File: src/rtl/puf_response_ctrl.sv
// -----------------------------------------------------------------------------
// puf_response_ctrl
//
// Purpose:
//   Sequences RO-PUF response collection. For every response bit it selects an
//   RO pair through the challenge index, fires one measurement, and shifts the
//   comparator result into a WIDTH-bit shift register. Each completed word is
//   offered on a valid/ready port; NUM_WORDS words are collected per start.
//
// Parameters:
//   WIDTH      bits per response word (>= 2)
//   NUM_WORDS  words collected per start (>= 1)
//   CHAL_W     challenge index width, derived from WIDTH*NUM_WORDS
//
// Ports:
//   clk          system clock, all logic on posedge
//   rst          synchronous active-high reset
//   start        begin a run (sampled only in IDLE)
//   busy         high in every state except IDLE
//   chal         challenge index / RO pair select
//   meas_start   one-cycle pulse launching one RO-pair measurement
//   meas_done    measurement complete, meas_bit valid this cycle
//   meas_bit     comparator result for the current chal
//   word         collected response word
//   word_valid   word offered to the consumer
//   word_ready   consumer accepts when word_valid & word_ready
//   word_parity  ^word, registered with the word (PUF_RESPONSE_CTRL_PARITY_EN only)
//   done         one-cycle pulse after the last word is accepted
//
// Build option:
//   PUF_RESPONSE_CTRL_PARITY_EN  adds the word_parity output.
//
// States:
//   state  | meaning
//   IDLE   | waiting for start, outputs quiet
//   LAUNCH | meas_start pulse for the current chal
//   WAIT   | waiting for meas_done, shifts meas_bit in
//   OUTPUT | word_valid held until the consumer accepts
//   FINISH | done pulse, then back to IDLE
// -----------------------------------------------------------------------------
module puf_response_ctrl #(
  parameter int  WIDTH     = 8,
  parameter int  NUM_WORDS = 4,
  localparam int CHAL_W    = $clog2(WIDTH * NUM_WORDS)
) (
  input  logic              clk,
  input  logic              rst,
  input  logic              start,
  output logic              busy,
  output logic [CHAL_W-1:0] chal,
  output logic              meas_start,
  input  logic              meas_done,
  input  logic              meas_bit,
  output logic [WIDTH-1:0]  word,
  output logic              word_valid,
  input  logic              word_ready,
`ifdef PUF_RESPONSE_CTRL_PARITY_EN
  output logic              word_parity,
`endif
  output logic              done
);

  localparam int BC_W = $clog2(WIDTH);
  // A single-word run still needs a one-bit counter to stay a legal vector.
  localparam int WC_W = (NUM_WORDS > 1) ? $clog2(NUM_WORDS) : 1;

  localparam logic [BC_W-1:0] BIT_LAST  = BC_W'(WIDTH - 1);
  localparam logic [WC_W-1:0] WORD_LAST = WC_W'(NUM_WORDS - 1);

  typedef enum logic [2:0] {
    S_IDLE   = 3'd0,
    S_LAUNCH = 3'd1,
    S_WAIT   = 3'd2,
    S_OUTPUT = 3'd3,
    S_FINISH = 3'd4
  } state_t;

  state_t            state_q, state_d;
  logic [CHAL_W-1:0] chal_q, chal_d;
  logic [BC_W-1:0]   bit_cnt_q, bit_cnt_d;
  logic [WC_W-1:0]   word_cnt_q, word_cnt_d;
  logic [WIDTH-1:0]  sr_q, sr_d;

  logic              bit_accept;
  logic              last_bit;
  logic [WIDTH-1:0]  sr_shifted;

  assign bit_accept = (state_q == S_WAIT) && meas_done;
  assign last_bit   = (bit_cnt_q == BIT_LAST);
  assign sr_shifted = {sr_q[WIDTH-2:0], meas_bit};

  always_ff @(posedge clk) begin
    if (rst) begin
      state_q    <= S_IDLE;
      chal_q     <= '0;
      bit_cnt_q  <= '0;
      word_cnt_q <= '0;
      sr_q       <= '0;
    end else begin
      state_q    <= state_d;
      chal_q     <= chal_d;
      bit_cnt_q  <= bit_cnt_d;
      word_cnt_q <= word_cnt_d;
      sr_q       <= sr_d;
    end
  end

  always_comb begin
    state_d    = state_q;
    chal_d     = chal_q;
    bit_cnt_d  = bit_cnt_q;
    word_cnt_d = word_cnt_q;
    sr_d       = sr_q;

    case (state_q)
      S_IDLE: begin
        if (start) begin
          state_d    = S_LAUNCH;
          chal_d     = '0;
          bit_cnt_d  = '0;
          word_cnt_d = '0;
          sr_d       = '0;
        end
      end

      S_LAUNCH: begin
        state_d = S_WAIT;
      end

      S_WAIT: begin
        if (meas_done) begin
          sr_d = sr_shifted;
          if (last_bit) begin
            // chal stays on the last pair of the word; it only advances once
            // the word has been handed off.
            state_d = S_OUTPUT;
          end else begin
            bit_cnt_d = bit_cnt_q + BC_W'(1);
            chal_d    = chal_q + CHAL_W'(1);
            state_d   = S_LAUNCH;
          end
        end
      end

      S_OUTPUT: begin
        if (word_ready) begin
          if (word_cnt_q == WORD_LAST) begin
            state_d = S_FINISH;
          end else begin
            word_cnt_d = word_cnt_q + WC_W'(1);
            chal_d     = chal_q + CHAL_W'(1);
            bit_cnt_d  = '0;
            state_d    = S_LAUNCH;
          end
        end
      end

      S_FINISH: begin
        state_d = S_IDLE;
      end

      default: begin
        state_d = S_IDLE;
      end
    endcase
  end

`ifdef PUF_RESPONSE_CTRL_PARITY_EN
  logic parity_q;

  // Parity is captured on the same edge that completes the word, so it is
  // aligned with word for the whole OUTPUT phase.
  always_ff @(posedge clk) begin
    if (rst) begin
      parity_q <= 1'b0;
    end else if ((state_q == S_IDLE) && start) begin
      parity_q <= 1'b0;
    end else if (bit_accept && last_bit) begin
      parity_q <= ^sr_shifted;
    end
  end

  assign word_parity = parity_q;
`endif

  // Every output is decoded from registered state only.
  assign busy       = (state_q != S_IDLE);
  assign meas_start = (state_q == S_LAUNCH);
  assign word_valid = (state_q == S_OUTPUT);
  assign done       = (state_q == S_FINISH);
  assign chal       = chal_q;
  assign word       = sr_q;

endmodule

File: config.mk
export PLATFORM = sky130hd
export DESIGN_NAME = puf_response_ctrl
export DESIGN_NICKNAME = d
export VERILOG_FILES = /design/src/rtl/puf_response_ctrl.sv
export SDC_FILE = /design/constraint.sdc
export NUM_CORES = 1
export LEC_CHECK = 0
export ABC_AREA = 0
export CORE_MARGIN = 2
export CORE_UTILIZATION = 45
export CTS_BUF_LIST = sky130_fd_sc_hd__clkbuf_4
export DETAILED_ROUTE_END_ITERATION = 8
export GPL_ROUTABILITY_DRIVEN = 0
export PLACE_DENSITY = 0.8
export SLEW_MARGIN = 40
export SYNTH_ARGS = -nofsm -noshare
export SYNTH_HDL_FRONTEND = slang
export SYNTH_SLANG_ARGS = --single-unit
export TNS_END_PERCENT = 30
File: constraint.sdc
create_clock -name clk -period 2.1 [get_ports clk]
set_input_delay 0.315 -clock clk [delete_from_list [all_inputs] [get_ports clk]]
set_output_delay 0.315 -clock clk [all_outputs]
set_load 0.05 [all_outputs]
Word level (Yosys, flattened, before mapping)
Cells that the tools add are included.

word-level totals
  bits in registers = 21
  input port bits = 6
  word-level logic and storage cells = 53
  output and inout port bits = 17

cells by class
  $add $sub $neg = 3
  reductions and logical operators = 9
  muxes and demuxes = 25
  eq/ne operators = 11

operators by type and width
  kind                                                                     number
  3-bit two-way mux                                                        9
  5-bit two-way mux                                                        5
  8-bit two-way mux                                                        2
  8-bit one-hot mux with 2 select lines                                    1
  5-bit one-hot mux with 3 select lines                                    1
  3-bit one-hot mux with 4 select lines                                    1
  3-bit one-hot mux with 3 select lines                                    1
  2-bit two-way mux                                                        4
  2-bit inequality test, second input constant                             4
  3-bit by 2-bit equality test with 1-bit output, second input constant    2
  3-bit equality test, second input constant                               2
  3-bit AND reduction                                                      2
  6-bit AND reduction                                                      1
  3-bit nonzero test                                                       2
  5-bit by 1-bit adder with 5-bit output, second input constant            1
  2-bit one-hot mux with 2 select lines                                    1
  4-bit AND reduction                                                      1
  2-bit nonzero test                                                       2
  3-bit by 1-bit adder with 3-bit output, second input constant            1
  3-bit by 1-bit equality test with 1-bit output, second input constant    1
  3-bit zero test                                                          1
  2-bit by 1-bit adder with 2-bit output, second input constant            1
  2-bit equality test, second input constant                               1
  2-bit by 1-bit inequality test with 1-bit output, second input constant  1

Longest topological paths before layout
  word-level depth = 4
  gate-level depth with buffers = 7
  depth with buffers taken out = 6

Worst setup path before layout
No wires, ideal clock.

  kind = flip-flop to output port
  start point = register state_q[0]
  end point = output port meas_start
  stages on the path, launching flop included = 3
  slack = 0.078 ns
  data arrival time = 1.707 ns
  path buffers = 1
  required time = 1.785 ns
  cells stage by stage = dfxtp_1 -> buf_2 -> nor3b_1

on the way
  cells in the longest elaborated chain, start to end = 1

RTL lines
  element                                         RTL line  RTL
  start: declaration                              78        state_t state_q, state_d;
  start signal: assignment                        100       state_q <= state_d;
  3-bit by 1-bit equality test with 1-bit output  188       assign meas_start = (state_q == S_LAUNCH);
  end: declaration                                51        output logic meas_start,

Every way passes these cells.

Worst setup path after layout
  start point = register state_q[0]
  end point = output port busy

on the way
  cells in the longest elaborated chain, start to end = 1

RTL lines
  element             RTL line  RTL
  3-bit nonzero test  187       assign busy = (state_q != S_IDLE);
  end: declaration    49        output logic busy,

Every way passes these cells.

==> impl_metrics.env <==
export IMPL_vdd_ir_drop_worst_uv=433
export IMPL_most_common_layout_cells="dfxtp_1, clkdlybuf4s50_1, nor2_1"
export IMPL_place_port_buffers=22
export IMPL_post_cts_hold_buffer_count=0
export IMPL_flow_area_growth_from_synthesis_pct=24.9
export IMPL_pins_over_their_slew_limit=0
export IMPL_clk_path_buf_depth=2
export IMPL_fin_worst_setup_slack_ns=0.211
export IMPL_worstMarginPinSlew_ns=0.512
export IMPL_wirelength_um=2050
export IMPL_final_layout_size_suffix_gt1_share_pct=13.3
export IMPL_clkSlewWorstSetupHoldPaths_ns=0.11
export IMPL_r2r_start="bit_cnt_q[0]$_SDFFE_PP0P_"
export IMPL_hold_path_endpoint="word_cnt_q[1]$_SDFFE_PP0P_"
export IMPL_cell_variety_after_synth=37
export IMPL_fraction_of_the_mapped_netlist_area_in_adder_cells_pct=4.81
export IMPL_grt_pass1_wl_um=3590
export IMPL_cts_htree_levels=1
export IMPL_clock_fmax_mhz=529
export IMPL_grt_antenna_before_repair=0
export IMPL_i_o_pins=23
export IMPL_fin_util_pct=59.3
export IMPL_first_global_vias=865
export IMPL_run_status="complete, no violations"
export IMPL_yosys_mux_area_fraction_pct=4.09
export IMPL_cp_required_ns=1.78
export IMPL_timing_final_crit_share_pct=90.0
export IMPL_design_core_area_um2=2190
export IMPL_synthesis_area_per_instance_um2=9.20
export IMPL_filler_cell_count=190
export IMPL_drtPass1Iterations=4
export IMPL_floorplan_row_count=17
export IMPL_vias_per_cell=5.48
export IMPL_timing_hold_worst_start="word_cnt_q[1]$_SDFFE_PP0P_"
export IMPL_critical_path_peak_fanout=14
export IMPL_track_usage_pct=17.4
export IMPL_synthesis_nets=123
export IMPL_synthesis_area_um2=1040
export IMPL_grt_setup_unrepaired="false"
export IMPL_setup_worst_path_end_class="output port"
export IMPL_maximum_number_of_pins_on_one_net_before_global_route_repair=15
export IMPL_drc=0
export IMPL_mostFrequentLayoutCell="dfxtp_1"
export IMPL_place_worst_setup_slack_ns=0.243
export IMPL_post_detail_place_hpwl_um=1580
export IMPL_cts_tree="done"
export IMPL_die_outline_width_um=52.1
export IMPL_cts_root_buffer_cell="clkbuf_4"
export IMPL_p_leak_nw=0.491
export IMPL_post_cts_setup_buffer_count=0
export IMPL_worst_endpoint_arrival_ns=1.57
export IMPL_initial_utilization_pct=47.5
export IMPL_multiInputGateArea_um2=567
export IMPL_cts_sinks=21
export IMPL_reg2reg_slack_ns=0.30
export IMPL_fin_setup_tns_ns=0
export IMPL_post_place_cells=159
export IMPL_number_of_endpoints_failing_setup_at_the_final_stage=0
export IMPL_synth_simple_gate_area_share_pct=23.8
export IMPL_whs_path_depth=2
export IMPL_synthesis_instances=113
export IMPL_floorplan_die_area_um2=2710
export IMPL_rr_endpoint="chal[0]$_SDFFE_PP0P_"
export IMPL_wl_per_cell_um=12.6
export IMPL_synth_enable_flop_cells=0
export IMPL_clkLatencyLatePin_ns=0.30
export IMPL_first_iter_violations=11
export IMPL_ant_nets=0
export IMPL_timing_slew_headroom_pct=65.7
export IMPL_globalRoute_totalOverflow=0
export IMPL_synth_seq_cells=21
export IMPL_synth_compound_gate_area_share_pct=21.8
export IMPL_final_cells=163
export IMPL_synth_seq_area_share_pct=40.4
export IMPL_hold_viol=0
export IMPL_finish_net_count=146
export IMPL_insertedDiodeCount=0
export IMPL_crit_type="reg -> out"
export IMPL_synth_async_sr_flop_share_pct=0
export IMPL_fin_hold_ws_ns=0.489
export IMPL_layout_area_seq_um2=420
export IMPL_dieHeight_um=52.1
export IMPL_power_per_cell_area_nw_per_um2=548
export IMPL_ys_dominant_reg_cell="dfxtp_1"
export IMPL_cts_buffers_inserted=3
export IMPL_start_kind="flip-flop"
export IMPL_synthesized_area_fraction_occupied_by_xor_and_xnor_cells_pct=0
export IMPL_dr_total_vias=894
export IMPL_clock_skew_ns=0.00133
export IMPL_min_delay_path_class="reg -> reg"
export IMPL_timing_max_cap_violations=0
export IMPL_path_depth_of_the_worst_reg2reg_path=6
export IMPL_ys_warnings_count=0
export IMPL_synth_top_family_by_area="simple AND/OR/NAND/NOR gates"
export IMPL_timing_final_crit_period_ns=1.89
-- where the power goes --
part / switching (mW) / internal, mW
logic: 0.0705 / 0.0428
clock network: 0.116 / 0.0709
registers: 0.00787 / 0.403
total: 0.195 / 0.517
-- layout make-up --
| cell class | count | share of cell area [%] |
|---|---|---|
| timing repair buffer | 25 | 18.0 |
| clock buffer | 3 | 1.73 |
| tap | 28 | 2.70 |
| sequential | 21 | 32.4 |
| multi-input combinational | 81 | 43.6 |
| inverter | 4 | 1.16 |
| clock inverter | 1 | 0.385 |
-- cells by family (layout without fill, tap and decap cells) --
logic type      after synthesis  in the layout
simple gates                 43             43
compound gates               30             30
flops                        21             21
buf+inv                      11             33
fa+ha+maj                     4              4
mux                           4              4
-- state kept, by name (all words and copies together), names as in the netlist --
| name | flops |
|---|---|
| word | 8 |
| bit_cnt_q | 3 |
| state_q | 3 |
| chal | 5 |
| word_cnt_q | 2 |
-- routing by layer --
metal | up-vias | share of wire (%) | track usage [%]
met3 | 2 | 3.5 | 2.87
met2 | 20 | 50 | 30.8
met4 | 0 | 0.68 | 3.95
met1 | 412 | 45 | 21.8
met5 | - | 0 | 0
li1 | 460 | - | -
-- critical path, stage by stage, from the launching register on --
cell           delay, ns
dfxtp_1             0.59
or3_1               0.17
dlygate4sd2_1       0.52
-- cells in the mapped netlist (2+ instances only) --
cell / instances / area share [%]
a21oi_1: 4 / 1.9
a22oi_1: 8 / 5.8
a31o_1: 5 / 4.2
buf_2: 3 / 1.4
clkbuf_1: 3 / 1.1
dfxtp_1: 21 / 40
ha_1: 4 / 4.8
inv_1: 4 / 1.4
mux2_2: 2 / 2.2
mux2i_1: 2 / 1.9
nand2_1: 6 / 2.2
nand2b_1: 3 / 1.8
nand3_1: 5 / 2.4
nor2_1: 11 / 4.0
nor3_1: 4 / 1.9
nor3b_1: 2 / 1.4
o211ai_1: 2 / 1.4
o21ai_1: 2 / 0.96
o31ai_1: 2 / 1.4
or3_1: 3 / 1.8
-- timing repair --
item	in CTS	in global routing
hold endpoints to repair	0	0
resized for setup	1	0
endpoints found under the setup margin	1	0
-- how the worst max path moves through the flow --
| stage | depth (start not counted) | startpoint | end | slack [ns] |
|---|---|---|---|---|
| final | 2 | state_q[0]$_SDFFE_PP0P_ | busy | 0.21 |
| after global routing | 2 | state_q[0]$_SDFFE_PP0P_ | busy | 0.14 |
| after CTS | 2 | state_q[0]$_SDFFE_PP0P_ | busy | 0.20 |
| after detailed placement | 5 | meas_done | chal[4]$_SDFFE_PP0P_ | 0.24 |
| after global placement | 2 | state_q[0]$_SDFFE_PP0P_ | busy | 0.30 |
| after floorplan | 2 | state_q[0]$_SDFFE_PP0P_ | meas_start | 0.08 |
-- stage by stage --
| step | area (µm²) | power (mW) |
|---|---|---|
| floorplan | 1040 | 0.505 |
| global placement | 1270 | 0.532 |
| detailed placement | 1270 | 0.535 |
| CTS | 1300 | 0.718 |
| global route | 1300 | 0.743 |
| finish | 1300 | 0.712 |
No activity file was read; power rests on OpenSTA's default activity.
